--- config.mk ---
export PLATFORM = sky130hd
export DESIGN_NAME = up_counter_sched_ctrl_flat
export DESIGN_NICKNAME = d
export VERILOG_FILES = /design/src/rtl/up_counter_sched_ctrl_if.sv /design/src/rtl/up_counter_sched_ctrl.sv /design/src/flat_wrapper.sv
export SDC_FILE = /design/constraint.sdc
export NUM_CORES = 1
export LEC_CHECK = 0
export ABC_AREA = 1
export CAP_MARGIN = 20
export CORE_MARGIN = 2
export CORE_UTILIZATION = 52
export DETAILED_ROUTE_END_ITERATION = 10
export PLACE_DENSITY = 0.85
export RECOVER_POWER = 25
export SYNTH_ARGS = -nofsm -noshare
export SYNTH_HDL_FRONTEND = slang
export SYNTH_SLANG_ARGS = --single-unit
export TNS_END_PERCENT = 50
--- constraint.sdc ---
create_clock -name clk -period 2.15 [get_ports clk]
set_input_delay 0.43 -clock clk [delete_from_list [all_inputs] [get_ports clk]]
set_output_delay 0.43 -clock clk [all_outputs]
set_load 0.05 [all_outputs]
--- src/rtl/up_counter_sched_ctrl_if.sv ---
// Control/status bundle between the sequencing logic (master) and the counter controller (slave).
// Commands plus a terminal value go in; the count value and status flags come back.
interface up_counter_sched_ctrl_if #(
  parameter int WIDTH = 4
);
  logic             start;
  logic             stop;
  logic             pause;
  logic             mode;
  logic [WIDTH-1:0] load_val;
  logic [WIDTH-1:0] count;
  logic             busy;
  logic             done;
  logic             err;
  logic [1:0]       state;

  modport master (
    output start, stop, pause, mode, load_val,
    input  count, busy, done, err, state
  );

  modport slave (
    input  start, stop, pause, mode, load_val,
    output count, busy, done, err, state
  );
endinterface

--- src/rtl/up_counter_sched_ctrl.sv ---
// Up-counter sequencer: runs 0..T once or periodically. All outputs are registered, and count=n at edge k+n after a start at edge k.
// There is no backpressure; pause is the only way to hold the count, and stop takes priority over start, which takes priority over pause.
module up_counter_sched_ctrl #(
  parameter int WIDTH = 4
) (
  input  logic                 clk,
  input  logic                 rst,
  up_counter_sched_ctrl_if.slave bus
);

  localparam logic [1:0] IDLE  = 2'b00;
  localparam logic [1:0] RUN   = 2'b01;
  localparam logic [1:0] PAUSE = 2'b10;
  localparam logic [1:0] DONE  = 2'b11;

  logic [1:0]       state;
  logic [WIDTH-1:0] count;
  logic [WIDTH-1:0] t_reg;
  logic             mode_reg;
  logic             done;
  logic             err;
  logic [WIDTH-1:0] count_inc;
  logic             load_ok;

  assign count_inc = count + WIDTH'(1);
  assign load_ok   = (bus.load_val != '0);

  always_ff @(posedge clk or posedge rst) begin
    if (rst) begin
      state    <= IDLE;
      count    <= '0;
      t_reg    <= '0;
      mode_reg <= 1'b0;
      done     <= 1'b0;
      err      <= 1'b0;
    end else begin
      done <= 1'b0;
      err  <= 1'b0;
      case (state)
        IDLE, DONE: begin
          if (bus.stop) begin
            state <= IDLE;
            count <= '0;
          end else if (bus.start) begin
            if (load_ok) begin
              t_reg    <= bus.load_val;
              mode_reg <= bus.mode;
              count    <= '0;
              state    <= RUN;
            end else begin
              err <= 1'b1;
            end
          end
        end
        RUN: begin
          if (bus.stop) begin
            state <= IDLE;
            count <= '0;
          end else if (!bus.start && bus.pause) begin
            state <= PAUSE;
          end else begin
            // An illegal start is flagged but does not disturb the running count.
            if (bus.start) err <= 1'b1;
            if (count != t_reg) begin
              count <= count_inc;
              if (count_inc == t_reg) done <= 1'b1;
            end else if (mode_reg) begin
              count <= '0;
            end else begin
              state <= DONE;
            end
          end
        end
        PAUSE: begin
          if (bus.stop) begin
            state <= IDLE;
            count <= '0;
          end else if (bus.start) begin
            err <= 1'b1;
          end else if (!bus.pause) begin
            state <= RUN;
          end
        end
        default: state <= IDLE;
      endcase
    end
  end

  assign bus.count = count;
  assign bus.state = state;
  assign bus.busy  = (state == RUN) || (state == PAUSE);
  assign bus.done  = done;
  assign bus.err   = err;

endmodule

--- src/flat_wrapper.sv ---
// flat-port wrapper written by rule: the top's interface ports become plain ports
module up_counter_sched_ctrl_flat 
#(
  parameter int WIDTH = 4
)
  (clk, rst, bus_start, bus_stop, bus_pause, bus_mode, bus_load_val, bus_count, bus_busy, bus_done, bus_err, bus_state);
  up_counter_sched_ctrl_if #(.WIDTH(WIDTH)) bus_i ();
  input  logic clk;
  input  logic rst;
  input wire logic [$bits(bus_i.start)-1:0] bus_start;
  input wire logic [$bits(bus_i.stop)-1:0] bus_stop;
  input wire logic [$bits(bus_i.pause)-1:0] bus_pause;
  input wire logic [$bits(bus_i.mode)-1:0] bus_mode;
  input wire logic [$bits(bus_i.load_val)-1:0] bus_load_val;
  output wire logic [$bits(bus_i.count)-1:0] bus_count;
  output wire logic [$bits(bus_i.busy)-1:0] bus_busy;
  output wire logic [$bits(bus_i.done)-1:0] bus_done;
  output wire logic [$bits(bus_i.err)-1:0] bus_err;
  output wire logic [$bits(bus_i.state)-1:0] bus_state;
  assign bus_i.start = bus_start;
  assign bus_i.stop = bus_stop;
  assign bus_i.pause = bus_pause;
  assign bus_i.mode = bus_mode;
  assign bus_i.load_val = bus_load_val;
  assign bus_count = bus_i.count;
  assign bus_busy = bus_i.busy;
  assign bus_done = bus_i.done;
  assign bus_err = bus_i.err;
  assign bus_state = bus_i.state;
  up_counter_sched_ctrl #(.WIDTH(WIDTH)) u_core (.clk(clk), .rst(rst), .bus(bus_i));
endmodule
==> results summary <==
The CTS tree is done. The number of buffers added on ports came out at 18. The HPWL after detailed placement came out at 1370 um. The length of the first detailed-routing pass in iterations came out at 4. The share of layout cells above drive strength 1 came out at 13.8%. The total global routing overflow is 0.

The count of pins on the block boundary is 19. At the end of routability-driven placement, the weighted congestion stood at roughly 0.78. The share of the cycle needed by the critical path after routing came out at 93.1%.

At the worst endpoint, the arrival time is 1570 ps. Including well taps, the total number of placed cells is 150. After clock tree synthesis, the setup repair step added 0 buffers. The wire length reported by the detailed router came out at around 1700 um.

The count of pins over their slew limit is 0. The worst setup skew after layout is 5.62 ps. The number of hold buffers added after cts came out at 0. In the synthesized netlist, the cells that appear most often are 30 x nand2_1, 15 x inv_1, 14 x nor2_1. The total of flip-flops plus latches after synthesis came out at 13.

The data required time of the worst path is 1720 ps. The total power density per cell area came out at 1290 mW/mm2. The effective utilization at floorplan came out at a little under three fifths. The cell with the largest stage delay on the worst path is clkdlybuf4s50_1.

The signal on the critical path passes through clkdlybuf4s50_1. The clock transition at the register clock pins on the worst setup and hold paths after CTS came out at ~80 ps. The via total after detailed routing came out at 783. The initial antenna violation count came out at 0. The count of buffering cells on the critical path with inverters included is 1. The average routed wire per standard cell is 10.8 um.

The repair_antennas step left the layout with diodes totalling 0. The sequential share of the synthesized area came out at 38.3%. CTS placed an instance of clkbuf_4 at the clock tree root. The worst hold path belongs to the class register to register. Yosys instantiated no cell more often than nand2_1. The area of the core is 0.00152 mm2. Based on the critical path, the design can be clocked at up to 499 MHz.

Max-cap violations in this run came to 0. The final layout net count is 152. The first-pass GRT wire length is 2990 um. The number of design rule violations left after detail routing is 0.

The number of nets with antenna violations after detailed routing came out at 0. The startpoint-to-endpoint class of the critical path is register to output port. The final critical path time including I/O delays and setup is 2000 ps. The cell family contributing the most delay on the critical path is buffers and inverters. The flow ran to the end, and the final reports show no timing, DRC or antenna violations. The number of failing hold endpoints at the final stage was 0. The share of the synthesized area in the top cell type is 38.3%. The violation count after the first detailed-routing iteration is 8. At the pin with the least slew margin, the transition time is about 500 ps.

The largest driver fanout on the critical path is 7. The die is 44.4 um wide. The count of instances resized after the clock tree is built came out at 0. The peak supply drop is 1.17 mV. The total routing resource utilization after global routing is 20.6%. Yosys mapped the design onto 22 distinct sky130hd cell types. Fill cells in the final layout number 131. The routed via count divided by cell count is between 5 and 6. The number of synthesis warnings is 0. The number of global-route vias before repair is 752. The clock net in this run drives a total of 13 sinks.

The top cell type by total area after synthesis is dfrtp_1. The post-synthesis to final-layout area growth is 27.9%. Final hold analysis gives a worst-case slack of 525 ps. The launching element type of the critical path is a register.

The number of rows created at floorplan is 14. Summing all multi-input logic gate instances after layout gives between 400 and 500 um2. On the worst path, the slowest cell contributes a delay of 850 ps. The clock passes through at most 2 buffers.

The gate count after technology mapping came out at roughly 120. The number of flops mapped to enable cells by yosys is 0. In the synthesized netlist the dominant register cell turns out to be dfrtp_1. Adding up every negative setup slack in the final design gives 0 ps.

The insertion delay of the later-clocked pin in the worst-skew pair came out at 270 ps. The sequential cell area in the final layout came out at 325 um2. The area of the die is 0.00197 mm2.

The total clock buffers created by CTS is 3. The number of nets in the synthesized netlist is 129. The type of element capturing the critical path is an output port. Setup repair after global routing left no endpoint under its margin. The maximum number of pins on one net before global-route repair is 14.

The static leakage power is 0.000553 uW. The final setup violation count came out at 0. The combined area of all synthesized cells came out at 848 um2.

The worst slew margin relative to its limit is between 60% and 70%. From bottom edge to top edge, the die measures between 40 and 50 um. The H-tree level count came out at 1. In the post-synthesis netlist, the biggest area contributors are dfrtp_1 38%, nand2_1 13%, inv_1 6.6%. Each instance of the synthesized netlist takes up on average about 7.3 um2. The share of flip-flops with an asynchronous set or reset after synthesis is 100%. The filler-free cell count of the finished design is 154.
layout by cell type (no fill, tap or decap), types with 2 or more instances in the layout:
cell type / Yosys / layout
nor2_1: 14 / 14
nand2_2: 3 / 3
ha_1: 3 / 3
nand2_1: 30 / 30
xor2_1: 2 / 2
clkbuf_4: 0 / 3
o21ai_1: 4 / 4
a21oi_1: 4 / 4
clkdlybuf4s50_1: 0 / 16
xnor2_1: 3 / 3
dfrtp_1: 13 / 13
nand3_1: 8 / 8
inv_1: 15 / 15
inv_2: 5 / 5
nand2_4: 2 / 2
nor2_2: 2 / 2
cells by family (layout without fill, tap and decap cells):
group	count (synthesis)	count (layout)	synth area share (%)
simple gates	64	64	36.6
buf+inv	21	43	9.29
flops	13	13	38.3
compound gates	10	10	6.19
xor+xnor	5	5	5.16
fa+ha+maj	3	3	4.43
stage by stage:
stage	instance area (um2)	power, uW	util, %	setup slack [ps]
after global placement	1060	1240	69.5	388
after detailed placement	1060	1260	69.5	347
after global routing	1080	1510	71.2	94.1
after floorplan	848	997	-	74.7
after CTS	1080	1420	71.2	135
final	1080	1400	71.2	148
layer usage:
layer | vias to the layer above | part of all wire (%) | GRT usage, %
li1 | 402 | - | -
met5 | - | 0 | 0
met2 | 19 | 53 | 38.2
met3 | 4 | 4.7 | 4.08
met1 | 358 | 41 | 23.2
met4 | 0 | 1.1 | 7.27
power breakdown:
| group | leakage [uW] | internal [uW] | switching (uW) | total (uW) |
|---|---|---|---|---|
| sequential | 0.000166 | 324 | 74.7 | 399 |
| clock | 0.0000150 | 71.9 | 75.1 | 147 |
| combinational | 0.000372 | 325 | 531 | 856 |
| total | 0.000553 | 721 | 681 | 1400 |
final cells by class:
class | instances | area share [%]
timing repair buffer | 18 | 17.5
multi-input combinational | 82 | 40.9
clock buffer | 4 | 2.42
tap | 16 | 1.85
sequential | 13 | 30.0
inverter | 21 | 7.27
worst paths after layout:
check	startpoint	end	slack [ps]	cells after the start
worst max-delay path	u_core.bus.count[0]$_DFFE_PP0P_	bus_count[0]	150	1
worst min-delay path	u_core.t_reg[0]$_DFFE_PP0P_	u_core.t_reg[0]$_DFFE_PP0P_	520	2
worst max register to register	u_core.bus.state[0]$_DFFE_PP0P_	u_core.bus.count[3]$_DFFE_PP0P_	440	10
worst min register to register	u_core.t_reg[0]$_DFFE_PP0P_	u_core.t_reg[0]$_DFFE_PP0P_	520	2
max in group asynchronous	rst	u_core.bus.count[1]$_DFFE_PP0P_	1200	2
min in group asynchronous	rst	u_core.t_reg[3]$_DFFE_PP0P_	610	2
Power figures use the tool's default switching activity.
